### config.mk
export PLATFORM = sky130hd
export DESIGN_NAME = dsp_mac_seq_flat
export DESIGN_NICKNAME = d
export VERILOG_FILES = /design/src/rtl/dsp_ctrl_pkg.sv /design/src/rtl/dsp_mac_seq_if.sv /design/src/rtl/dsp_mac_seq.sv /design/src/flat_wrapper.sv
export SDC_FILE = /design/constraint.sdc
export NUM_CORES = 1
export LEC_CHECK = 0
export CORE_MARGIN = 8
export CORE_UTILIZATION = 41
export CTS_BUF_LIST = sky130_fd_sc_hd__clkbuf_8
export DETAILED_ROUTE_END_ITERATION = 8
export GPL_TIMING_DRIVEN = 0
export HOLD_SLACK_MARGIN = 0.06
export PLACE_DENSITY = 0.86
export SLEW_MARGIN = 20
export SYNTH_ARGS = -nofsm -noshare
export SYNTH_HDL_FRONTEND = slang
export SYNTH_SLANG_ARGS = --single-unit
### constraint.sdc
create_clock -name clk -period 3.4 [get_ports clk]
set_clock_uncertainty 0.05 [all_clocks]
set_input_delay 0.85 -clock clk [delete_from_list [all_inputs] [get_ports clk]]
set_output_delay 0.85 -clock clk [all_outputs]
set_load 0.05 [all_outputs]
### src/rtl/dsp_ctrl_pkg.sv
// Shared definitions for the DSP MAC sequencer: state encoding, OPMODE values
// and datapath widths.
package dsp_ctrl_pkg;
  typedef enum logic [1:0] {S_IDLE, S_FEED, S_DRAIN, S_DONE} state_t;

  localparam logic [7:0] OPMODE_IDLE = 8'h00;
  localparam logic [7:0] OPMODE_MAC  = 8'h09;  // X=M, Z=P, add

  localparam int A_W = 18;
  localparam int P_W = 48;
endpackage

### src/rtl/dsp_mac_seq_if.sv
// Job / operand / result handshake plus the DSP48A1 control bundle.
interface dsp_mac_seq_if #(parameter int LEN_W = 8);
  import dsp_ctrl_pkg::*;

  logic             start;
  logic [LEN_W-1:0] len;
  logic             start_err;
  logic             busy;
  logic             in_valid;
  logic             in_ready;
  logic [A_W-1:0]   in_a;
  logic [A_W-1:0]   in_b;
  logic             abort;
  logic             res_valid;
  logic             res_ready;
  logic [P_W-1:0]   result;
  logic [A_W-1:0]   dsp_a;
  logic [A_W-1:0]   dsp_b;
  logic [7:0]       dsp_opmode;
  logic             dsp_ce;
  logic             dsp_rst;
  logic [P_W-1:0]   dsp_p;

  modport slave (
    input  start, len, in_valid, in_a, in_b, abort, res_ready, dsp_p,
    output start_err, busy, in_ready, res_valid, result,
           dsp_a, dsp_b, dsp_opmode, dsp_ce, dsp_rst
  );

  modport master (
    output start, len, in_valid, in_a, in_b, abort, res_ready, dsp_p,
    input  start_err, busy, in_ready, res_valid, result,
           dsp_a, dsp_b, dsp_opmode, dsp_ce, dsp_rst
  );
endinterface

### src/rtl/dsp_mac_seq.sv
// Sequences a dot-product job through an external pipelined DSP48A1 MAC:
// feeds operand pairs, waits out the pipeline latency, then hands back P.
module dsp_mac_seq
  import dsp_ctrl_pkg::*;
#(
  parameter int LEN_W    = 8,
  parameter int PIPE_LAT = 4
) (
  input  logic        clk,
  input  logic        RSTN,
  dsp_mac_seq_if.slave bus
);
  localparam int DW = $clog2(PIPE_LAT + 1);

  state_t           state;
  logic [LEN_W-1:0] len_q;
  logic [LEN_W-1:0] beat_cnt;
  logic [DW-1:0]    drain_cnt;
  logic [P_W-1:0]   result_q;
  logic             start_err_q;
  logic             accept;
  logic             last_beat;
  logic             mac_on;

  // Ready depends only on state/counter so the producer may wait on it.
  assign bus.in_ready = (state == S_FEED) && (beat_cnt < len_q);
  assign accept       = bus.in_valid && bus.in_ready;
  assign last_beat    = accept && (beat_cnt == len_q - LEN_W'(1));
  assign mac_on       = (state == S_FEED) || (state == S_DRAIN);

  always_ff @(posedge clk or negedge RSTN) begin
    if (!RSTN) begin
      state       <= S_IDLE;
      len_q       <= '0;
      beat_cnt    <= '0;
      drain_cnt   <= '0;
      result_q    <= '0;
      start_err_q <= 1'b0;
    end else begin
      start_err_q <= 1'b0;
      if (bus.abort && state != S_IDLE) begin
        state <= S_IDLE;
      end else begin
        case (state)
          S_IDLE: if (bus.start) begin
            if (bus.len == '0) begin
              start_err_q <= 1'b1;
            end else begin
              len_q    <= bus.len;
              beat_cnt <= '0;
              state    <= S_FEED;
            end
          end
          S_FEED: if (accept) begin
            beat_cnt <= beat_cnt + LEN_W'(1);
            if (last_beat) begin
              drain_cnt <= '0;
              state     <= S_DRAIN;
            end
          end
          // P carries the last product once PIPE_LAT cycles have elapsed.
          S_DRAIN: if (drain_cnt == DW'(PIPE_LAT - 1)) begin
            result_q <= bus.dsp_p;
            state    <= S_DONE;
          end else begin
            drain_cnt <= drain_cnt + DW'(1);
          end
          S_DONE: if (bus.res_ready) state <= S_IDLE;
          default: state <= S_IDLE;
        endcase
      end
    end
  end

  assign bus.start_err  = start_err_q;
  assign bus.busy       = (state != S_IDLE);
  assign bus.res_valid  = (state == S_DONE);
  assign bus.result     = result_q;
  assign bus.dsp_ce     = mac_on;
  assign bus.dsp_rst    = (state == S_IDLE);
  assign bus.dsp_opmode = mac_on ? OPMODE_MAC : OPMODE_IDLE;
  // Bubbles present zero so idle FEED cycles add nothing to P.
  assign bus.dsp_a      = accept ? bus.in_a : '0;
  assign bus.dsp_b      = accept ? bus.in_b : '0;
endmodule
### src/flat_wrapper.sv
// flat-port wrapper written by rule: the top's interface ports become plain ports
module dsp_mac_seq_flat import dsp_ctrl_pkg::*;
#(
  parameter int LEN_W    = 8,
  parameter int PIPE_LAT = 4
)
  (clk, RSTN, bus_start, bus_len, bus_in_valid, bus_in_a, bus_in_b, bus_abort, bus_res_ready, bus_dsp_p, bus_start_err, bus_busy, bus_in_ready, bus_res_valid, bus_result, bus_dsp_a, bus_dsp_b, bus_dsp_opmode, bus_dsp_ce, bus_dsp_rst);
  dsp_mac_seq_if #(.LEN_W(LEN_W)) bus_i ();
  input  logic clk;
  input  logic RSTN;
  input wire logic [$bits(bus_i.start)-1:0] bus_start;
  input wire logic [$bits(bus_i.len)-1:0] bus_len;
  input wire logic [$bits(bus_i.in_valid)-1:0] bus_in_valid;
  input wire logic [$bits(bus_i.in_a)-1:0] bus_in_a;
  input wire logic [$bits(bus_i.in_b)-1:0] bus_in_b;
  input wire logic [$bits(bus_i.abort)-1:0] bus_abort;
  input wire logic [$bits(bus_i.res_ready)-1:0] bus_res_ready;
  input wire logic [$bits(bus_i.dsp_p)-1:0] bus_dsp_p;
  output wire logic [$bits(bus_i.start_err)-1:0] bus_start_err;
  output wire logic [$bits(bus_i.busy)-1:0] bus_busy;
  output wire logic [$bits(bus_i.in_ready)-1:0] bus_in_ready;
  output wire logic [$bits(bus_i.res_valid)-1:0] bus_res_valid;
  output wire logic [$bits(bus_i.result)-1:0] bus_result;
  output wire logic [$bits(bus_i.dsp_a)-1:0] bus_dsp_a;
  output wire logic [$bits(bus_i.dsp_b)-1:0] bus_dsp_b;
  output wire logic [$bits(bus_i.dsp_opmode)-1:0] bus_dsp_opmode;
  output wire logic [$bits(bus_i.dsp_ce)-1:0] bus_dsp_ce;
  output wire logic [$bits(bus_i.dsp_rst)-1:0] bus_dsp_rst;
  assign bus_i.start = bus_start;
  assign bus_i.len = bus_len;
  assign bus_i.in_valid = bus_in_valid;
  assign bus_i.in_a = bus_in_a;
  assign bus_i.in_b = bus_in_b;
  assign bus_i.abort = bus_abort;
  assign bus_i.res_ready = bus_res_ready;
  assign bus_i.dsp_p = bus_dsp_p;
  assign bus_start_err = bus_i.start_err;
  assign bus_busy = bus_i.busy;
  assign bus_in_ready = bus_i.in_ready;
  assign bus_res_valid = bus_i.res_valid;
  assign bus_result = bus_i.result;
  assign bus_dsp_a = bus_i.dsp_a;
  assign bus_dsp_b = bus_i.dsp_b;
  assign bus_dsp_opmode = bus_i.dsp_opmode;
  assign bus_dsp_ce = bus_i.dsp_ce;
  assign bus_dsp_rst = bus_i.dsp_rst;
  dsp_mac_seq #(.LEN_W(LEN_W), .PIPE_LAT(PIPE_LAT)) u_core (.clk(clk), .RSTN(RSTN), .bus(bus_i));
endmodule
==> impl_metrics.toml <==
[clocking]
hold_buffers = 0
clk_latency_ns = 0.34
clock_path_buffers = 2
clkSlewWorstSetupHoldPaths_ns = 0.07
cts-root-buf = "clkbuf_8"
cts_buffers = 9
clock-sinks = 70
h-tree-depth = 3
cts_tree = "done"

[die]
io_pins = 196
coreArea_um2 = 9020
die_w_um = 111
die_h_um = 111
start_util_pct = 41.4
fp.dieArea_um2 = 12400
num_rows = 35

[synthesis]
ys_seq_elements = 70
synth_top_cell_area_share_pct = 46.9
yosys.area.top_type = "dfrtp_1"
synth_area_leaders = "dfrtp_1 47%, mux2_2 15%, and2_1 6.4%"
yosysSeqAreaShare_pct = 46.9
synth_cell_types = 47
avgSynthCellArea_um2 = 10.8
netlist_instances = 344
async_reset_ff_share_pct = 100
ys_warn_count = 0
synth_edf_count = 0
synth_ff_type = "dfrtp_1"
syn_area_um2 = 3730

[final_layout]
multi_input_area_um2 = 1840
syn_to_final_growth_pct = 62.8
layout_commonest_cell = "clkdlybuf4s50_1"
finalNetCount = 671
diodes = 0
n_fill_cell = 656
layout_common_cells = "151 x clkdlybuf4s50_1, 68 x dfrtp_1, 49 x mux2_2"
drive_gt1_share_pct = 24.9
ff_latch_area_um2 = 1750

[place]
place_hpwl_um = 9450
post-place-ws_ns = -1.01
io_buffers = 189
gp_congestion = 0.861

[global_routing]
grt_util_met2_pct = 32.0
globalRouteTotalUtil_pct = 18.8
gr-usage-met1_pct = 19.9
antenna_found_initial = 0
grt_max_degree = 55
grt_pass1_wl_um = 18900
grt-busiest-layer = "met2"
globalRouteMet3Util_pct = 8.66
first_global_vias = 3774
overflow = 0

[outcome]
status = "finished clean"

[pwr]
power.total_uw = 5050
p_per_area_nw_per_um2 = 832
peakVddDrop_mv = 0.584
p_leak_uw = 0.00278

[sta]
fin_crit_ns = 3.28
finalHoldViolations = 0
tightest_slew_ns = 0.623
whs_ns = 0.328
finalSetupTns_ns = 0
layout_setup_ws_ns = 0.115
rsz0062_at_grt = "yes"
slew_headroom_pct = 58.1
max_freq_mhz = 304
slew_viol_final = 0
period_share_pct = 96.6
finalSetupViolCount = 0

[detailed_routing]
drc = 0
avgRoutedWirePerCell_um = 17.4
drt_wl_total_um = 11700
num_vias = 3371
drtIter0Drc = 204
drt.antenna.violating_nets = 0
firstDrtPassIters = 4
viasPerCell = 5.01

[critical_path]
end_kind = "output port"
worstSetupStartpointType = "flop"
worstPathArrival_ns = 2.38
ff2ff_setup_slack_ns = 0.88
path_max_fanout = 10
worst-setup-path-type = "flop to output port"
cp_data_required_time_ns = 2.50
reg2regPathDepth = 8
reg2reg_to = "u_core.drain_cnt[1]"
worstReg2RegStart = "u_core.beat_cnt[1]"

[job]
maxCapViolCount = 0

[worst_hold_path]
hp-class = "primary input to async pin"
## how the worst max path moves through the flow
stage	from	to	slack, ns	depth (start not counted)
2_1_floorplan	u_core.beat_cnt[5]	bus_dsp_a[0]	0.30	7
3_3_place_gp	bus_in_valid	bus_dsp_a[9]	-0.95	7
3_5_place_dp	bus_in_valid	bus_dsp_a[9]	-1.01	7
4_1_cts	u_core.beat_cnt[5]	bus_dsp_a[1]	0.01	8
5_1_grt	u_core.len_q[1]	bus_dsp_b[6]	-0.05	9
6_report	u_core.beat_cnt[1]	bus_dsp_a[1]	0.12	8
## through the flow
stage	std cells	utilization, %	instance area (µm²)
2_1_floorplan	349	-	3750
3_3_place_gp	649	64.1	5780
3_5_place_dp	650	64.4	5810
4_1_cts	668	66.5	6000
5_1_grt	673	67.4	6080
6_report	673	67.4	6080
## cell type report
class	instances	share of cell area [%]
repair buffers	196	31.4
multi-input cells	242	30.3
plain buffers	21	2.39
flip-flops and latches	70	28.9
well taps	111	2.29
clock inverters	6	1.42
clock buffers	10	2.26
inverters	17	1.05
## power by group
group	internal, µW	total (µW)	switching (µW)	leakage [µW]
Clock	432	750	319	0.000118
Combinational	1140	3010	1870	0.00175
Sequential	1110	1300	189	0.000911
Total	2680	5050	2380	0.00278
## layer usage
layer  vias up  routed length (µm)
li1       1604                   -
met1      1562                4460
met2       193                5810
met3        12                1240
met4         0                 180
met5         -                   0
## critical path, cell delays in order, from the launching register on
cell	delay [ns]
dfrtp_1	0.46
ha_1	0.33
nor2b_1	0.14
o211ai_1	0.25
a21oi_4	0.16
nor2_4	0.21
buf_6	0.15
and2_1	0.17
buf_6	0.17
## logic make-up after synthesis
| family | count (synthesis) | share of synthesized area (%) |
|---|---|---|
| xor+xnor | 12 | 2.82 |
| mux | 50 | 15.1 |
| fa+ha+maj | 16 | 5.36 |
| compound gates | 44 | 7.98 |
| buf+inv | 38 | 5.10 |
| flops | 70 | 46.9 |
| simple gates | 113 | 16.7 |
| other cells | 1 | 0.100 |
## cells in the mapped netlist, types with 2 or more instances
cell      instances
and2_1           38
and3_1            4
nand2b_1          3
xnor2_1           4
nor2b_1           3
a22o_1            2
o211ai_1          3
buf_2             5
or3_1             3
nor3_1            5
inv_1            17
o21ai_0          15
buf_4             9
dfrtp_1          70
nor2_1           11
a21oi_1           8
mux2_2           49
ha_1             16
nand3_1           7
clkbuf_1          6
a221o_1           2
nand2_1          28
nand4_1           4
nor4_1            2
xor2_1            8
## state kept, by name, indices dropped and copies added (netlist names)
register              flops
u_core.state              2
u_core.beat_cnt           8
u_core.drain_cnt          3
u_core.bus.result        48
u_core.bus.start_err      1
u_core.len_q              8
## repair_timing
| item | CTS | global route |
|---|---|---|
| endpoints found under the setup margin | 37 | 36 |
| buffers inserted | 1 | 5 |
| gates resized for setup | 208 | 39 |
| pin swaps | 1 | 1 |
| gates cloned | 1 | 0 |
(Power assumes the default switching activity.)
